`config.mk`:
```
export PLATFORM = sky130hd
export DESIGN_NAME = mips_inst_encoder
export DESIGN_NICKNAME = d
export VERILOG_FILES = /design/src/rtl/mips_enc_pkg.sv /design/src/rtl/enc_fifo.sv /design/src/rtl/mips_inst_encoder.sv
export SDC_FILE = /design/constraint.sdc
export NUM_CORES = 1
export LEC_CHECK = 0
export BUFFER_PORTS_ARGS = -buffer_cell sky130_fd_sc_hd__buf_4
export CAP_MARGIN = 20
export CORE_ASPECT_RATIO = 1.1
export CORE_MARGIN = 2
export CORE_UTILIZATION = 53
export DETAILED_ROUTE_END_ITERATION = 8
export PLACE_DENSITY_LB_ADDON = 0.25
export SLEW_MARGIN = 10
export SYNTH_ARGS = -nofsm -noshare
export SYNTH_HDL_FRONTEND = slang
export SYNTH_HIERARCHICAL = 1
export SYNTH_SLANG_ARGS = --single-unit
```
`constraint.sdc`:
```
create_clock -name sys_clk -period 5.2 [get_ports sys_clk]
set_input_delay 1.04 -clock sys_clk [delete_from_list [all_inputs] [get_ports sys_clk]]
set_output_delay 1.04 -clock sys_clk [all_outputs]
set_load 0.05 [all_outputs]
```
`src/rtl/mips_enc_pkg.sv`:
```
// Shared kind codes, opcode/func fields and the legality check for the MIPS instruction encoder.
package mips_enc_pkg;

    typedef enum logic [3:0] {
        K_ADD   = 4'd0,
        K_SUB   = 4'd1,
        K_AND   = 4'd2,
        K_OR    = 4'd3,
        K_SLT   = 4'd4,
        K_ORI   = 4'd5,
        K_ADDIU = 4'd6,
        K_LW    = 4'd7,
        K_SW    = 4'd8,
        K_BEQ   = 4'd9,
        K_J     = 4'd10
    } kind_e;

    typedef enum logic [1:0] {
        S_IDLE  = 2'd0,
        S_RUN   = 2'd1,
        S_DRAIN = 2'd2
    } state_e;

    localparam logic [5:0] OP_RTYPE = 6'b000000;
    localparam logic [5:0] OP_ORI   = 6'b001101;
    localparam logic [5:0] OP_ADDIU = 6'b001001;
    localparam logic [5:0] OP_LW    = 6'b100011;
    localparam logic [5:0] OP_SW    = 6'b101011;
    localparam logic [5:0] OP_BEQ   = 6'b000100;
    localparam logic [5:0] OP_J     = 6'b000010;

    localparam logic [5:0] FN_ADD = 6'b100000;
    localparam logic [5:0] FN_SUB = 6'b100010;
    localparam logic [5:0] FN_AND = 6'b100100;
    localparam logic [5:0] FN_OR  = 6'b100101;
    localparam logic [5:0] FN_SLT = 6'b101010;

    function automatic logic is_legal(input logic [3:0] kind);
        return kind <= 4'd10;
    endfunction

endpackage

```
`src/rtl/enc_fifo.sv`:
```
// Synchronous FIFO for {addr, word} entries; read data holds the last popped entry while empty.
module enc_fifo #(
    parameter int WIDTH = 64,
    parameter int DEPTH = 4
) (
    input  logic             clk,
    input  logic             rst_n,
    input  logic             push,
    input  logic             pop,
    input  logic [WIDTH-1:0] wdata,
    output logic [WIDTH-1:0] rdata,
    output logic             full,
    output logic             empty
);
    localparam int PW = $clog2(DEPTH);

    logic [PW:0]       wr_ptr, rd_ptr;
    logic [WIDTH-1:0]  mem [DEPTH];
    logic [WIDTH-1:0]  last;

    assign empty = (wr_ptr == rd_ptr);
    assign full  = (wr_ptr[PW] != rd_ptr[PW]) && (wr_ptr[PW-1:0] == rd_ptr[PW-1:0]);
    assign rdata = empty ? last : mem[rd_ptr[PW-1:0]];

    always_ff @(posedge clk or negedge rst_n) begin
        if (!rst_n) begin
            wr_ptr <= '0;
            rd_ptr <= '0;
            last   <= '0;
        end else begin
            if (push && !full) wr_ptr <= wr_ptr + 1'b1;
            if (pop && !empty) begin
                rd_ptr <= rd_ptr + 1'b1;
                last   <= mem[rd_ptr[PW-1:0]];
            end
        end
    end

    always_ff @(posedge clk) begin
        if (push && !full) mem[wr_ptr[PW-1:0]] <= wdata;
    end

endmodule

```
`src/rtl/mips_inst_encoder.sv`:
```
// Packs kind/field requests into MIPS words tagged with a running address and queues them.
// Define ENC_STATS_EN to add saturating stat_words/stat_illegal counters.
module mips_inst_encoder
    import mips_enc_pkg::*;
#(
    parameter int FIFO_DEPTH = 4,
    parameter int ADDR_WIDTH = 32,
    parameter int ADDR_STEP  = 4
) (
    input  logic                  sys_clk,
    input  logic                  sys_rst_n,
    input  logic                  start,
    input  logic                  stop,
    input  logic [ADDR_WIDTH-1:0] base_addr,
    input  logic                  in_valid,
    output logic                  in_ready,
    input  logic [3:0]            in_kind,
    input  logic [4:0]            in_rs,
    input  logic [4:0]            in_rt,
    input  logic [4:0]            in_rd,
    input  logic [15:0]           in_imm,
    input  logic [25:0]           in_target,
    output logic                  out_valid,
    input  logic                  out_ready,
    output logic [31:0]           out_inst,
    output logic [ADDR_WIDTH-1:0] out_addr,
    output logic                  err_illegal,
    output logic                  done
`ifdef ENC_STATS_EN
    ,
    output logic [15:0]           stat_words,
    output logic [7:0]            stat_illegal
`endif
);
    state_e                state;
    logic [ADDR_WIDTH-1:0] addr_cnt;
    logic [31:0]           word;
    logic                  accept, legal, push, pop, full, empty;

    assign in_ready  = (state == S_RUN) && !full;
    assign accept    = in_valid && in_ready;
    assign legal     = is_legal(in_kind);
    assign push      = accept && legal;
    assign out_valid = !empty;
    assign pop       = out_valid && out_ready;

    always_comb begin
        word = '0;
        case (in_kind)
            K_ADD:   word = {OP_RTYPE, in_rs, in_rt, in_rd, 5'd0, FN_ADD};
            K_SUB:   word = {OP_RTYPE, in_rs, in_rt, in_rd, 5'd0, FN_SUB};
            K_AND:   word = {OP_RTYPE, in_rs, in_rt, in_rd, 5'd0, FN_AND};
            K_OR:    word = {OP_RTYPE, in_rs, in_rt, in_rd, 5'd0, FN_OR};
            K_SLT:   word = {OP_RTYPE, in_rs, in_rt, in_rd, 5'd0, FN_SLT};
            K_ORI:   word = {OP_ORI,   in_rs, in_rt, in_imm};
            K_ADDIU: word = {OP_ADDIU, in_rs, in_rt, in_imm};
            K_LW:    word = {OP_LW,    in_rs, in_rt, in_imm};
            K_SW:    word = {OP_SW,    in_rs, in_rt, in_imm};
            K_BEQ:   word = {OP_BEQ,   in_rs, in_rt, in_imm};
            K_J:     word = {OP_J,     in_target};
            default: word = '0;
        endcase
    end

    enc_fifo #(
        .WIDTH(ADDR_WIDTH + 32),
        .DEPTH(FIFO_DEPTH)
    ) u_fifo (
        .clk   (sys_clk),
        .rst_n (sys_rst_n),
        .push  (push),
        .pop   (pop),
        .wdata ({addr_cnt, word}),
        .rdata ({out_addr, out_inst}),
        .full  (full),
        .empty (empty)
    );

    // stop leaves RUN even when a request is accepted on the same edge; that request still lands.
    always_ff @(posedge sys_clk or negedge sys_rst_n) begin
        if (!sys_rst_n) begin
            state        <= S_IDLE;
            addr_cnt     <= '0;
            err_illegal  <= 1'b0;
            done         <= 1'b0;
`ifdef ENC_STATS_EN
            stat_words   <= '0;
            stat_illegal <= '0;
`endif
        end else begin
            err_illegal <= accept && !legal;
            done        <= 1'b0;
            if (push) addr_cnt <= addr_cnt + ADDR_WIDTH'(ADDR_STEP);
`ifdef ENC_STATS_EN
            if (push && stat_words != 16'hFFFF) stat_words <= stat_words + 16'd1;
            if (accept && !legal && stat_illegal != 8'hFF) stat_illegal <= stat_illegal + 8'd1;
`endif
            case (state)
                S_IDLE: if (start) begin
                    state    <= S_RUN;
                    addr_cnt <= base_addr;
`ifdef ENC_STATS_EN
                    stat_words   <= '0;
                    stat_illegal <= '0;
`endif
                end
                S_RUN:   if (stop) state <= S_DRAIN;
                S_DRAIN: if (empty) begin
                    state <= S_IDLE;
                    done  <= 1'b1;
                end
                default: state <= S_IDLE;
            endcase
        end
    end

endmodule

```
Word-level counts from Yosys, hierarchy flattened
Memory sizes are Yosys's and may differ from the RTL's.
Cells that the tools add are included.

word-level totals
  flip-flop bits (word level) = 106
  input port bits = 99
  memories kept = 1
  RAM bits = 256
  memory bits (read-only) = 0
  latch bits = 0
  word-level logic and storage cells = 57

operators by class
  multiplexer cells = 13
  add/sub/neg operators = 3
  magnitude comparators = 1
  equal/unequal tests = 18
  divide/modulo/power cells = 0
  multipliers = 0
  reductions and logical operators = 14
  bitwise gates (word level) = 0
  shift-type cells = 0

memories
  name        words  bits a word  read ports  clocked after Yosys merged registers in  wr ports  line            text
  u_fifo.mem  4      64           1           0                                        1         enc_fifo.sv:18  logic [WIDTH-1:0] mem [DEPTH];

operators with widths
  kind                                                                     count
  32-bit case mux with 11 select lines                                     1
  32-bit two-way mux                                                       3
  64-bit two-way mux                                                       1
  32-bit by 3-bit adder with 32-bit output, second input constant          1
  4-bit by 3-bit equality test with 1-bit output, second input constant    4
  4-bit equality test, second input constant                               3
  4-bit by 2-bit equality test with 1-bit output, second input constant    2
  1-bit logical AND                                                        8
  3-bit by 1-bit adder with 3-bit output, second input constant            2
  2-bit two-way mux                                                        3
  2-bit case mux with 3 select lines                                       1
  4-bit by 1-bit equality test with 1-bit output, second input constant    1
  4-bit <= comparator, second input constant                               1
  4-bit zero test                                                          1
  1-bit two-way mux                                                        4
  2-bit inequality test, second input constant                             2
  3-bit equality test                                                      1
  1-bit zero test                                                          3
  3-bit AND reduction                                                      1
  2-bit by 1-bit equality test with 1-bit output, second input constant    1
  2-bit equality test                                                      1
  2-bit equality test, second input constant                               1
  2-bit zero test                                                          1
  2-bit by 1-bit inequality test with 1-bit output, second input constant  1
  1-bit inequality test                                                    1

Logic depth before layout (Yosys ltp)
Gate-level depths: netlist of the first run.

  depth after elaboration = 9
  mapped depth = 11

By module
The synthesis of the first run kept the hierarchy.

by module, submodules not included
  module             times used  cells each  area each (um2)
  enc_fifo           1           577         12777.3
  mips_inst_encoder  1           293         2404.8

Worst setup path before layout of the first run
OpenSTA, ideal clock, no wires.

  path type = input to register
  from = input in_kind[2]
  to = memory u_fifo.mem[3][0], enable pin
  buffers on the path = 2
  stages = 6
  arrival time = 5389 ps
  slack = -717 ps
  cell sequence = buf_2 a21o_1 a21boi_1 clkbuf_1 nand2_1 a31oi_1

between the ends
  cells in the longest elaborated chain, start to end = 5

ends and longest elaborated chain
  item                                     line                     text
  from (decl)                              mips_inst_encoder.sv:17  input logic [3:0] in_kind,
  4-bit <= comparator                      mips_enc_pkg.sv:39       return kind <= 4'd10;
  1-bit logical AND                        mips_inst_encoder.sv:43  assign push = accept && legal;
  named net push                           mips_inst_encoder.sv:38  logic accept, legal, push, pop, full, empty;
  1-bit logical AND                        enc_fifo.sv:40           if (push && !full) mem[wr_ptr[PW-1:0]] <= wdata;
  1-bit two-way mux                        enc_fifo.sv:40
  1-bit two-way mux (implied by the code)  enc_fifo.sv:40
  to (decl)                                enc_fifo.sv:18

The timed path passes the listed nets, and every way through them passes these cells.

Worst setup path in the final report of the first run
  from = register u_fifo.rd_ptr[0]
  to = output out_inst[1]

between the ends
  cells in the longest elaborated chain, start to end = 2

ends and longest elaborated chain
  item                                                      line                     text
  from (decl)                                               enc_fifo.sv:17           logic [PW:0] wr_ptr, rd_ptr;
  from (signal assigned)                                    enc_fifo.sv:33           rd_ptr <= rd_ptr + 1'b1;
  memory 4 x 64 bit or 3-bit equality test (tied branches)  n/a
  64-bit two-way mux *                                      enc_fifo.sv:23           assign rdata = empty ? last : mem[rd_ptr[PW-1:0]];
  to (decl)                                                 mips_inst_encoder.sv:25  output logic [31:0] out_inst,

Mark *: on every way between the ends. The rest lies on a longest branch, timed or not.

==> reports/results.ini, run 1 <==
[outcome]
status=complete, no violations

[clock_network]
cts_repair_resize_count=0
clockBufferDepth=3
cts_buffers=36
clkSlewWorstSetupHoldPaths_ps=60
cts.sink_count=362
post-cts-setup-buffers=0
cts-hold-fix-buffers=0
clkLatencyLatePin_ps=510
cts.root.buffer_cell=sky130_fd_sc_hd__clkbuf_16
cts-htree-levels=2
tritoncts=done

[grt]
antenna_found_initial=0
grt_pass1_vias=8367
grt_usage=0.2060
grt_start_max_net_pins=67
first_pass_grt_wire_length_um=46420
gr-total-overflow=0

[timing]
max_freq_mhz=230.5
finalSetupViolCount=0
final_period_minus_worst_setup_slack_ps=4339
timing.clock.skew_ps=19.17
rsz0062_at_grt=false
timing_worst_slew_pin_value_ps=994.4
final_hold_viol_count=0
fin_tns_setup_ps=0
worst_slew_margin_rel=0.3371
layout_worst_path_cycle_share=0.8345
finalMaxSlewViolations=0

[critical_path]
worst-endpoint-required_ps=4160
critical_path_peak_fanout=34
worst_path_most_repeated_cell=sky130_fd_sc_hd__buf_4
cp_peak_stage_delay_ps=700
start_kind=flip-flop
crit_slowest_cell=sky130_fd_sc_hd__buf_4
critical_path.endpoint_type=output pin
data_arrival_time_of_the_worst_path_ps=3300
worst-setup-path-type=reg -> out
cp_cell_sequence=buf_4, buf_4, mux4_2, mux2_2, buf_4

[floorplanning]
core_region_area_um2=28030
ios=167
die_width_um=165.4
dieHeight_um=181.5
core.rowCount=64
initial_core_util=0.5417
fp.dieArea_um2=30020

[routing]
drt_first_pass_iters=5
wirelength_per_cell_um=21.30
drc_errors=0
post_drt_via_cell_ratio=5.778
drt_wl_total_um=30700
detail-route-antenna-nets=0
detail_route.iter0.violations=553
routed-via-count=8326

[place]
post_dp_cell_area_um2=16900
buffer_ports.inserted=166
gpl.final_weighted_congestion=0.8196
dp_hpwl_um=19320

[synth]
postSynthRegisterBits=362
ys_top_cells_by_count=256 x sky130_fd_sc_hd__edfxtp_1, 106 x sky130_fd_sc_hd__dfrtp_1, 80 x sky130_fd_sc_hd__mux2_2, 64 x sky130_fd_sc_hd__mux4_2, 50 x sky130_fd_sc_hd__mux2_1
yosysWarnings=6
post_synth_inst_count=870
synth.yosys.seq_area_share=0.6811
synth_area_um2=15180
number_of_enable_type_register_cells_in_the_synthesized_netlist=256
synth_top_flop_cell=sky130_fd_sc_hd__edfxtp_1
yosysTopAreaCell=sky130_fd_sc_hd__edfxtp_1
mean_instance_size_in_the_synthesized_netlist_um2=17.45
yosys.cell_types.count=52
synth-async-reset-ratio=0.2928
yosysTopAreaCellShare=0.5063
synth.top_cells.by_area=sky130_fd_sc_hd__edfxtp_1 51%, sky130_fd_sc_hd__dfrtp_1 17%, sky130_fd_sc_hd__mux4_2 9.5%
synth_most_common_cell=sky130_fd_sc_hd__edfxtp_1

[flow_run]
drv.max_cap_violation_count=0

[cells_and_area]
final_net_count=1158
area_delta_synth_final_pct=18.65
regArea_um2=10350
diodes=0
multi_input_comb_area_um2=4564
final_design_area_no_fill_um2=18010
fraction_of_layout_instances_using_a_drive_strength_above_1=0.3673
final.fill_count=1996

[power_and_ir_drop]
power.density_nw_per_um2=687.2
total_leakage_power_uw=0.006652
worst_vdd_rail_ir_drop_mv=0.4599

[hold_path]
hold_path.class=reg -> reg

==> stage by stage <==
stage / total power (µW) / instances / worst slack (ps) / util / hold WS [ps]
after global routing: 12990 / 1441 / 603.1 / 0.6427 / 499.0
after floorplan: 8529 / 873 / 641.7 / - / 456.9
final: 12380 / 1441 / 860.7 / 0.6427 / 484.2
after detailed placement: 10060 / 1378 / 1292 / 0.6030 / 476.7
after global placement: 9973 / 1378 / 1314 / 0.6030 / 465.8
after CTS: 12520 / 1441 / 757.7 / 0.6427 / 489.8
==> flip-flops by register name, summed over array words and instances, names as in the netlist <==
name           cells
addr_cnt          32
err_illegal        1
u_fifo/mem       256
u_fifo/last       64
done               1
u_fifo/wr_ptr      3
u_fifo/rd_ptr      3
state              2
==> critical path, delay by kind of cell, from the launching register on <==
| family | cells | cell delay [ps] |
|---|---|---|
| buffers and inverters | 3 | 1450 |
| multiplexers | 2 | 910 |
| flip-flops | 1 | 420 |
==> power breakdown <==
group | internal [µW] | switching (µW)
clock | 1420 | 1010
combinational | 2210 | 3450
sequential | 3870 | 425
==> routing by layer <==
metal	global-route usage	vias up	part of all wire
met4	0.05793	0	0.021
met2	0.3395	266	0.49
met1	0.2836	4249	0.42
met5	0	-	0
met3	0.03860	41	0.069
li1	-	3770	-
==> layout make-up <==
cell class                 count  share of cell area
clock inverter                15            0.005348
timing repair buffer         186             0.08099
sequential                   362              0.5744
multi-input combinational    447              0.2534
tap                          363             0.02521
clock buffer                  48             0.05647
inverter                      20            0.004168
==> placed cells by master, fill, tap and decap left out, drive strengths merged, types with 19 or more instances in the layout <==
| master | Yosys | final |
|---|---|---|
| edfxtp | 256 | 256 |
| buf | 26 | 186 |
| mux2 | 130 | 130 |
| dfrtp | 106 | 106 |
| mux4 | 64 | 64 |
| clkbuf | 18 | 48 |
| nand2 | 47 | 47 |
| o21ai | 33 | 33 |
| xnor2 | 21 | 21 |
| inv | 19 | 19 |
==> worst paths after layout <==
kind / slack [ps] / startpoint / cells after the start / to
max: 860 / u_fifo/rd_ptr[0] / 5 / out_inst[1]
max reg2reg: 1830 / u_fifo/rd_ptr[0] / 8 / u_fifo/mem[1][45]
max in group asynchronous: 3640 / sys_rst_n / 2 / u_fifo/last[13]
min: 480 / u_fifo/last[9] / 1 / u_fifo/last[9]
min in group asynchronous: 570 / sys_rst_n / 1 / u_fifo/last[16]
min reg2reg: 480 / u_fifo/last[9] / 1 / u_fifo/last[9]
==> cells by family after synthesis <==
| family | Yosys count | share of synthesized area |
|---|---|---|
| muxes | 195 | 0.1920 |
| other | 1 | 0.0002470 |
| AOI/OAI and AO/OA | 82 | 0.03626 |
| xor gates and xnor gates | 34 | 0.02060 |
| adders and majority gates | 6 | 0.004945 |
| DFF | 362 | 0.6811 |
| buffers and inverters | 64 | 0.02225 |
| and+or+nand+nor | 126 | 0.04261 |
Power figures use the tool's default switching activity.
==> run 2, diff against run 1 <==
- clock period: 5.2 -> 3.9 ns (I/O delays scaled with it)
==> reports/results.ini, run 2 (synthesis gave the netlist of run 1 again) <==
[power_and_ir_drop]
power.density_nw_per_um2=926.0  ; +35%
final_power_uw=16760  ; +35%
total_leakage_power_uw=0.006683  ; +0.46%
worst_vdd_rail_ir_drop_mv=0.7481  ; +63%

[routing]
detail-route-antenna-nets=0  ; unchanged
drt_wl_total_um=30740  ; +0.13%
wirelength_per_cell_um=21.31  ; about the same
drc_errors=0  ; unchanged
detail_route.iter0.violations=537  ; -2.9%
routed-via-count=8302  ; -0.29%
post_drt_via_cell_ratio=5.757  ; -0.36%
drt_first_pass_iters=5  ; unchanged

[place]
buffer_ports.inserted=166  ; unchanged
placement.setup.worst_slack_ps=775.6  ; -516.4 ps
gpl.final_weighted_congestion=0.8576  ; +4.6%
dp_hpwl_um=19100  ; -1.2%
placed_cells_incl_taps=1377  ; -0.073%

[critical_path]
worst-endpoint-required_ps=3120  ; -1040 ps
worst-path-buf-inv=2  ; -1
cp_peak_stage_delay_ps=680  ; -20 ps
critPathTopFamily=multiplexers
cp_cell_sequence=buf_4, mux4_2, mux2_2, buf_4
critical_path.endpoint_type=output pin
critical_path_peak_fanout=41  ; +21%
crit_slowest_cell=sky130_fd_sc_hd__buf_4
start_kind=flip-flop
data_arrival_time_of_the_worst_path_ps=2760  ; -540 ps
worst-setup-path-type=reg -> out
worst_path_most_repeated_cell=sky130_fd_sc_hd__buf_4

[hold_path]
hold_path.class=in -> async

[clock_network]
clkLatencyLatePin_ps=500  ; about the same
cts-htree-levels=2  ; unchanged
tritoncts=done
clockBufferDepth=3  ; unchanged
cts_buffers=37  ; +2.8%
cts.sink_count=362  ; unchanged
cts-hold-fix-buffers=0  ; unchanged
cts_repair_resize_count=0  ; unchanged
post-cts-setup-buffers=0  ; unchanged
clkSlewWorstSetupHoldPaths_ps=60  ; about the same
cts.root.buffer_cell=sky130_fd_sc_hd__clkbuf_16

[floorplanning]
ios=167  ; unchanged
fp.dieArea_um2=30020  ; unchanged
dieHeight_um=181.5  ; unchanged
die_width_um=165.4  ; unchanged
core.rowCount=64  ; unchanged
core_region_area_um2=28030  ; unchanged
initial_core_util=0.5417  ; unchanged

[grt]
grt_pass1_vias=8421  ; +0.65%
first_pass_grt_wire_length_um=47260  ; +1.8%
grt_start_max_net_pins=67  ; unchanged
antenna_found_initial=0  ; unchanged
grt_usage=0.2073  ; +0.001261
gr-total-overflow=0  ; unchanged

[cells_and_area]
layout.cells.most_common_list=256 x sky130_fd_sc_hd__edfxtp_1, 180 x sky130_fd_sc_hd__buf_4, 104 x sky130_fd_sc_hd__dfrtp_1, 80 x sky130_fd_sc_hd__mux2_2, 64 x sky130_fd_sc_hd__mux4_2
fraction_of_layout_instances_using_a_drive_strength_above_1=0.3689  ; +0.001513
largest_reg_flops=256  ; unchanged
area_delta_synth_final_pct=19.20
layout_commonest_cell=sky130_fd_sc_hd__edfxtp_1
final_net_count=1158  ; unchanged
diodes=0  ; unchanged
finish.utilization=0.6457  ; +0.002991
instances_no_fill=1442  ; +0.069%

[timing]
max_freq_mhz=282.4
timing.clock.skew_ps=9.141  ; -10.03 ps
finalMaxSlewViolations=0  ; unchanged
fin_tns_setup_ps=0  ; unchanged
finalSetupViolCount=0  ; unchanged
rsz0062_at_grt=false
layout_worst_path_cycle_share=0.9079
postLayoutSetupSlackWorst_ps=359.2  ; -501.5 ps
final_period_minus_worst_setup_slack_ps=3541
timing_worst_slew_pin_value_ps=999.6  ; +5.235 ps
final_hold_viol_count=0  ; unchanged
worst_slew_margin_rel=0.3336  ; -0.003490

[outcome]
status=complete, no violations

[flow_run]
drv.max_cap_violation_count=0  ; unchanged

## run 2: changes by cell type in the layout (fill, tap and decap cells not counted)
cell                         delta
sky130_fd_sc_hd__clkinv_4       +1
sky130_fd_sc_hd__clkbuf_8       -3
sky130_fd_sc_hd__buf_4          -1
sky130_fd_sc_hd__clkinv_1       +1
sky130_fd_sc_hd__bufinv_16      +4
sky130_fd_sc_hd__and2_2         +1
sky130_fd_sc_hd__clkbuf_1       -1
sky130_fd_sc_hd__and2_1         -1
sky130_fd_sc_hd__clkinv_2       -1
sky130_fd_sc_hd__clkinvlp_4     +1
## run 2: power breakdown
part | switching [µW] | internal, µW | leakage (µW)
Combinational | 4600 | 2930 | 0.00250
Clock | 1380 | 2110 | 0.000588
Sequential | 593 | 5160 | 0.00359
Total | 6570 | 10200 | 0.00668
## run 2: metrics by stage
step                hold WS, ps  cell area [µm²]
detailed placement        473.6            16890
finish                    271.9            18100
CTS                       283.1            18100
floorplan                 456.9            15210
global placement          465.9            16890
global route              308.3            18100
## run 2: layout make-up
cell class | instances | area, µm²
clock inverters | 21 | 231.5
clock buffers | 44 | 972.2
flip-flops and latches | 362 | 10350
multi-input cells | 447 | 4566
repair buffers | 185 | 1451
fillers | 2006 | 9930
inverters | 20 | 75.07
well taps | 363 | 454.2
## run 2: path summary, 6_finish.rpt
check	from	to	slack, ps	cells after the start
setup / recovery	u_fifo/rd_ptr[0]	out_inst[3]	360	4
hold / removal	sys_rst_n	u_fifo/last[16]	270	1
setup reg to reg	u_fifo/rd_ptr[0]	u_fifo/mem[2][9]	790	8
hold reg to reg	u_fifo/last[14]	u_fifo/last[14]	480	1
max in group asynchronous	sys_rst_n	u_fifo/rd_ptr[1]	2900	2
min in group sys_clk	base_addr[0]	addr_cnt[0]	480	3
## run 2: per-layer routing
layer,up-vias,track usage,wire [µm]
met4,0,0.03414,287
li1,3774,-,-
met5,-,0,0
met2,274,0.3377,14980
met3,21,0.03495,2112
met1,4233,0.3034,13360
